[src/rtl/range_gate_gen.sv]
// Range-gate generator: trigger sync, programmable start delay, then a NUM_BINS range-bin sweep
// with one ADC start strobe per bin, overrun flagging and optional restart on mid-sweep triggers.
module range_gate_gen #(
  parameter int RANGE_W  = 10,
  parameter int NUM_BINS = 1024,
  parameter int DIV_W    = 8,
  parameter int DELAY_W  = 8
) (
  input  logic               clk,
  input  logic               reset,
  input  logic               synclk,
  input  logic [DELAY_W-1:0] delay,
  input  logic [DIV_W-1:0]   bin_div,
  input  logic               restart_en,
  input  logic               ovr_clr,
  output logic [RANGE_W-1:0] range,
  output logic               pros,
  output logic               adc_start,
  output logic               osynclk,
  output logic               sweep_done,
  output logic               overrun
);

  localparam logic [RANGE_W-1:0] LAST_BIN = RANGE_W'(NUM_BINS - 1);

  typedef enum logic [1:0] {S_IDLE, S_DELAY, S_SWEEP} state_t;

  state_t             state, state_nx;
  logic [DELAY_W-1:0] dcnt, dcnt_nx;
  logic [DIV_W-1:0]   div_cnt, div_nx;
  logic [DIV_W-1:0]   div_lat, div_lat_nx;
  logic [RANGE_W-1:0] range_nx;
  logic               pros_nx, adc_nx, done_nx, ovr_nx;
  logic               accept, last_clk;
  logic               sync_q1, sync_q2, sync_q3, sync_evt;

  // Two-flop synchroniser plus registered rising-edge detect
  always_ff @(posedge clk or negedge reset) begin
    if (!reset) begin
      sync_q1  <= 1'b0;
      sync_q2  <= 1'b0;
      sync_q3  <= 1'b0;
      sync_evt <= 1'b0;
    end else begin
      sync_q1  <= synclk;
      sync_q2  <= sync_q1;
      sync_q3  <= sync_q2;
      sync_evt <= sync_q2 & ~sync_q3;
    end
  end

  assign osynclk = sync_evt;

  always_comb begin
    state_nx   = state;
    dcnt_nx    = dcnt;
    div_nx     = div_cnt;
    div_lat_nx = div_lat;
    range_nx   = range;
    pros_nx    = pros;
    adc_nx     = 1'b0;
    done_nx    = 1'b0;
    ovr_nx     = overrun & ~ovr_clr;
    accept     = 1'b0;
    last_clk   = (div_cnt == div_lat) && (range == LAST_BIN);

    case (state)
      S_IDLE: begin
        range_nx = '0;
        pros_nx  = 1'b0;
        accept   = sync_evt;
      end
      S_DELAY: begin
        dcnt_nx = dcnt - DELAY_W'(1);
        if (dcnt == DELAY_W'(1)) begin
          state_nx = S_SWEEP;
          range_nx = '0;
          div_nx   = '0;
          pros_nx  = 1'b1;
          adc_nx   = 1'b1;
        end
        if (sync_evt) begin
          ovr_nx = 1'b1;
          accept = restart_en;
        end
      end
      S_SWEEP: begin
        if (div_cnt == div_lat) begin
          div_nx = '0;
          if (range == LAST_BIN) begin
            done_nx  = 1'b1;
            pros_nx  = 1'b0;
            range_nx = '0;
            state_nx = S_IDLE;
            accept   = sync_evt;
          end else begin
            range_nx = range + RANGE_W'(1);
            adc_nx   = 1'b1;
          end
        end else begin
          div_nx = div_cnt + DIV_W'(1);
        end
        // A trigger on the final clock belongs to the next sweep, not an overrun
        if (sync_evt && !last_clk) begin
          ovr_nx = 1'b1;
          accept = restart_en;
        end
      end
      default: state_nx = S_IDLE;
    endcase

    if (accept) begin
      div_lat_nx = bin_div;
      range_nx   = '0;
      div_nx     = '0;
      if (delay == '0) begin
        state_nx = S_SWEEP;
        pros_nx  = 1'b1;
        adc_nx   = 1'b1;
      end else begin
        state_nx = S_DELAY;
        dcnt_nx  = delay;
        adc_nx   = 1'b0;
        // pros stays high across a restart delay, low when starting from idle
        pros_nx  = pros & ~((state == S_SWEEP) && last_clk);
      end
    end
  end

  always_ff @(posedge clk or negedge reset) begin
    if (!reset) begin
      state      <= S_IDLE;
      dcnt       <= '0;
      div_cnt    <= '0;
      div_lat    <= '0;
      range      <= '0;
      pros       <= 1'b0;
      adc_start  <= 1'b0;
      sweep_done <= 1'b0;
      overrun    <= 1'b0;
    end else begin
      state      <= state_nx;
      dcnt       <= dcnt_nx;
      div_cnt    <= div_nx;
      div_lat    <= div_lat_nx;
      range      <= range_nx;
      pros       <= pros_nx;
      adc_start  <= adc_nx;
      sweep_done <= done_nx;
      overrun    <= ovr_nx;
    end
  end

endmodule

[config.mk]
export PLATFORM = sky130hd
export DESIGN_NAME = range_gate_gen
export DESIGN_NICKNAME = d
export VERILOG_FILES = /design/src/rtl/range_gate_gen.sv
export SDC_FILE = /design/constraint.sdc
export NUM_CORES = 1
export LEC_CHECK = 0
export ABC_AREA = 1
export BUFFER_PORTS_ARGS = -buffer_cell sky130_fd_sc_hd__buf_2
export CAP_MARGIN = 40
export CORE_AREA = 3 3 95 61
export DETAILED_ROUTE_END_ITERATION = 10
export DIE_AREA = 0 0 98 64
export GPL_ROUTABILITY_DRIVEN = 0
export GPL_TIMING_DRIVEN = 1
export PLACE_DENSITY = 0.77
export SYNTH_ARGS = -nofsm -noshare
export SYNTH_HDL_FRONTEND = slang
export SYNTH_SLANG_ARGS = --single-unit
[constraint.sdc]
create_clock -name clk -period 4.3 [get_ports clk]
set_input_delay 0.645 -clock clk [delete_from_list [all_inputs] [get_ports clk]]
set_output_delay 0.645 -clock clk [all_outputs]
set_load 0.02 [all_outputs]
==> impl_metrics.tcl <==
set metrics [dict create \
    cts-resized-gates 0 \
    cts.clk_slew.worst_paths_ns 0.08 \
    die_area_sq_mm 0.00627 \
    synth_cells 323 \
    syn_area_sq_mm 0.00266 \
    clock_latency_ns 0.30 \
    outcome "finished, final reports clean" \
    grt_max_degree 33 \
    p_per_area_mw_per_mm2 537 \
    crit_buf_inv 0 \
    syn_nets 353 \
    pin_count 36 \
    finalSetupTns_ns 0 \
    viasPerCell 4.99 \
    synth.avg_cell_area_sq_um 8.24 \
    setup_slack_ns 1.95 \
    grt_pass1_wl_mm 9.47 \
    place_ws_ns 1.95 \
    root_buffer "clkbuf_8" \
    hold_viol_final 0 \
    ys_seq_area_share_pct 41.4 \
    vias 2116 \
    r2r_cells 14 \
    ant_nets 0 \
    drt_iter0_drc 112 \
    yosys.area.top_type "dfrtp_1" \
    synthToLayoutAreaGrowth_pct 12.8 \
    synth_top_area_share_pct 41.4 \
    drt_first_pass_iters 4 \
    crit_chain "ha_1 -> nand3_2 -> nor2_4 -> nand3_4 -> nor2_8 -> nand3_4 -> nand2_2 -> nand2_1 -> nand2_2 -> nand2_4 -> nand3_4 -> nand3_4 -> nand2_1 -> o21ai_2" \
    gr-total-overflow 0 \
    synth_cell_type_count 30 \
    multi_input_area_sq_mm 0.00133 \
    slowest_delay_ns 0.42 \
    worstPathArrival_ns 2.54 \
    skew_ns 0.00906 \
    cts_buffer_depth 2 \
    synth_area_leaders "dfrtp_1 41%, nand2_1 13%, inv_1 5.6%" \
    cp_top_family "simple AND/OR/NAND/NOR gates" \
    path_common_cell "nand3_4" \
    irDropWorstVdd_uv 256 \
    cts_buffers 5 \
    place.detailed.hpwl_mm 4.10 \
    port_buffers 35 \
    core_sq_mm 0.00498 \
    cts.htree.levels 2 \
    worst_pin_slew_ns 0.424 \
    hold_buffers 0 \
    layout-drive-gt1-share_pct 22.1 \
    finalCritPeriodShare_pct 54.7 \
    cts_setup_buffers 0 \
    drv_cap 0 \
    slew_viol_final 0 \
    die_h_um 64 \
    seq_area_sq_mm 0.00110 \
    startpoint_type "flip-flop" \
    crit_cells 14 \
    p_leak_nw 1.51 \
    antenna_found_initial 0 \
    grt_pass1_vias 2080 \
    timing_worst_setup_path_type "reg -> reg" \
    routed_wl_mm 5.29 \
    route.detailed.drc 0 \
    crit_required_ns 4.49 \
    end_kind "flip-flop" \
    setup_violations 0 \
    fin_crit_ns 2.35 \
    rsz0062_at_grt "no" \
    start_util_pct 53.4 \
    critPathMaxFanout 20 \
    hp-class "in -> async" \
    clock_sinks 44 \
    avgRoutedWirePerCell_um 12.5 \
    antennaDiodeCount 0 \
    max_freq_ghz 0.425 \
    relSlewSlack_pct 71.5 \
    cts_tree "yes" \
    rows 20 \
    cp_slowest_cell "dfrtp_1" \
    fill_cells 461 \
    ys_ff_latch 44 \
    dieWidth_um 98 \
    yosys_warnings 0 \
    grt_usage_pct 18.6 \
    fin_nets 388 \
]
==> worst reg2reg max path, stage by stage, from the launching register on <==
cell     delay [ns]
dfrtp_1        0.42
ha_1           0.22
nand3_2        0.12
nor2_4         0.15
nand3_4        0.12
nor2_8         0.13
nand3_4        0.10
nand2_2        0.08
nand2_1        0.06
nand2_2        0.08
nand2_4        0.15
nand3_4        0.14
nand3_4        0.25
nand2_1        0.17
o21ai_2        0.06
==> layer usage <==
metal | up-vias | global-route usage, % | wire length (um)
met1 | 982 | 26.1 | 2590
met4 | 0 | 7.08 | 98
li1 | 1089 | - | -
met3 | 9 | 3.82 | 232
met5 | - | 0 | 0
met2 | 36 | 28.6 | 2370
==> power breakdown <==
| part | internal, mW | switching, mW | total (mW) |
|---|---|---|---|
| Clock | 0.229 | 0.139 | 0.368 |
| Sequential | 0.520 | 0.0926 | 0.613 |
| Combinational | 0.213 | 0.419 | 0.632 |
==> final cells by class <==
| cell class | count | share of cell area, % |
|---|---|---|
| Multi-Input combinational cell | 228 | 44.4 |
| Sequential cell | 44 | 36.7 |
| Timing Repair Buffer | 36 | 6.50 |
| Inverter | 43 | 5.38 |
| Tap cell | 66 | 2.75 |
| Clock buffer | 5 | 2.29 |
| Clock inverter | 2 | 2.00 |
==> cell families after synthesis <==
| family | synth area share (%) |
|---|---|
| compound gates | 10.5 |
| xor+xnor | 5.59 |
| fa+ha+maj | 4.23 |
| buf+inv | 8.56 |
| flops | 41.4 |
| simple gates | 29.7 |
==> stage by stage <==
stage	cell area, sq um	hold WS, ns	total power [mW]	util [%]	instances
2_1_floorplan	2660	0.331	1.15	-	323
3_3_place_gp	2850	0.333	1.23	57.3	416
3_5_place_dp	2870	0.337	1.25	57.7	417
4_1_cts	3000	0.236	1.62	60.3	424
5_1_grt	3000	0.250	1.75	60.3	424
6_report	3000	0.228	1.61	60.3	424
==> cell usage after synthesis, drive strengths merged <==
cell / instances
nand3: 17
xnor2: 5
ha: 9
a21oi: 2
nor3: 7
inv: 43
dfrtp: 44
nand4: 7
nor3b: 1
or2: 3
nor4: 3
clkbuf: 1
xor2: 12
o21ai: 41
nor2: 23
nand2: 97
a22o: 1
buf: 7
==> path summary, 6_finish.rpt <==
check	from	end	slack [ns]
max in group asynchronous	reset	osynclk$_DFF_PN0_	3.60
min in group clk	sync_q1$_DFF_PN0_	sync_q2$_DFF_PN0_	0.35
worst max-delay path	range[0]$_DFFE_PN0P_	range[3]$_DFFE_PN0P_	1.95
worst max register to register	range[0]$_DFFE_PN0P_	range[3]$_DFFE_PN0P_	1.95
worst min register to register	sync_q1$_DFF_PN0_	sync_q2$_DFF_PN0_	0.35
worst min-delay path	reset	pros$_DFFE_PN0P_	0.23
==> layout by cell type, fill, tap and decap left out <==
cell type / instances
a21oi_1: 1
a22o_1: 1
inv_2: 3
o21ai_2: 14
o21ai_0: 22
nor3_1: 7
buf_2: 35
buf_12: 1
nor2_4: 3
nor4_1: 3
inv_1: 40
or2_2: 3
dfrtp_1: 44
nand3_2: 2
nand3_4: 5
nor3b_1: 1
xor2_1: 12
nand4_1: 7
ha_1: 9
nand2_2: 2
nand3_1: 10
clkbuf_8: 5
nand2_1: 93
o21ai_1: 5
nor2_8: 1
nor2_1: 19
a21oi_2: 1
nand2_4: 2
bufinv_16: 2
xnor2_1: 5
==> sequential cells by signal (all words and copies together), names as in the netlist, 2 cells and up <==
| signal | flops |
|---|---|
| range | 10 |
| dcnt | 8 |
| div_cnt | 8 |
| div_lat | 8 |
| state | 2 |
Power figures use the tool's default switching activity.
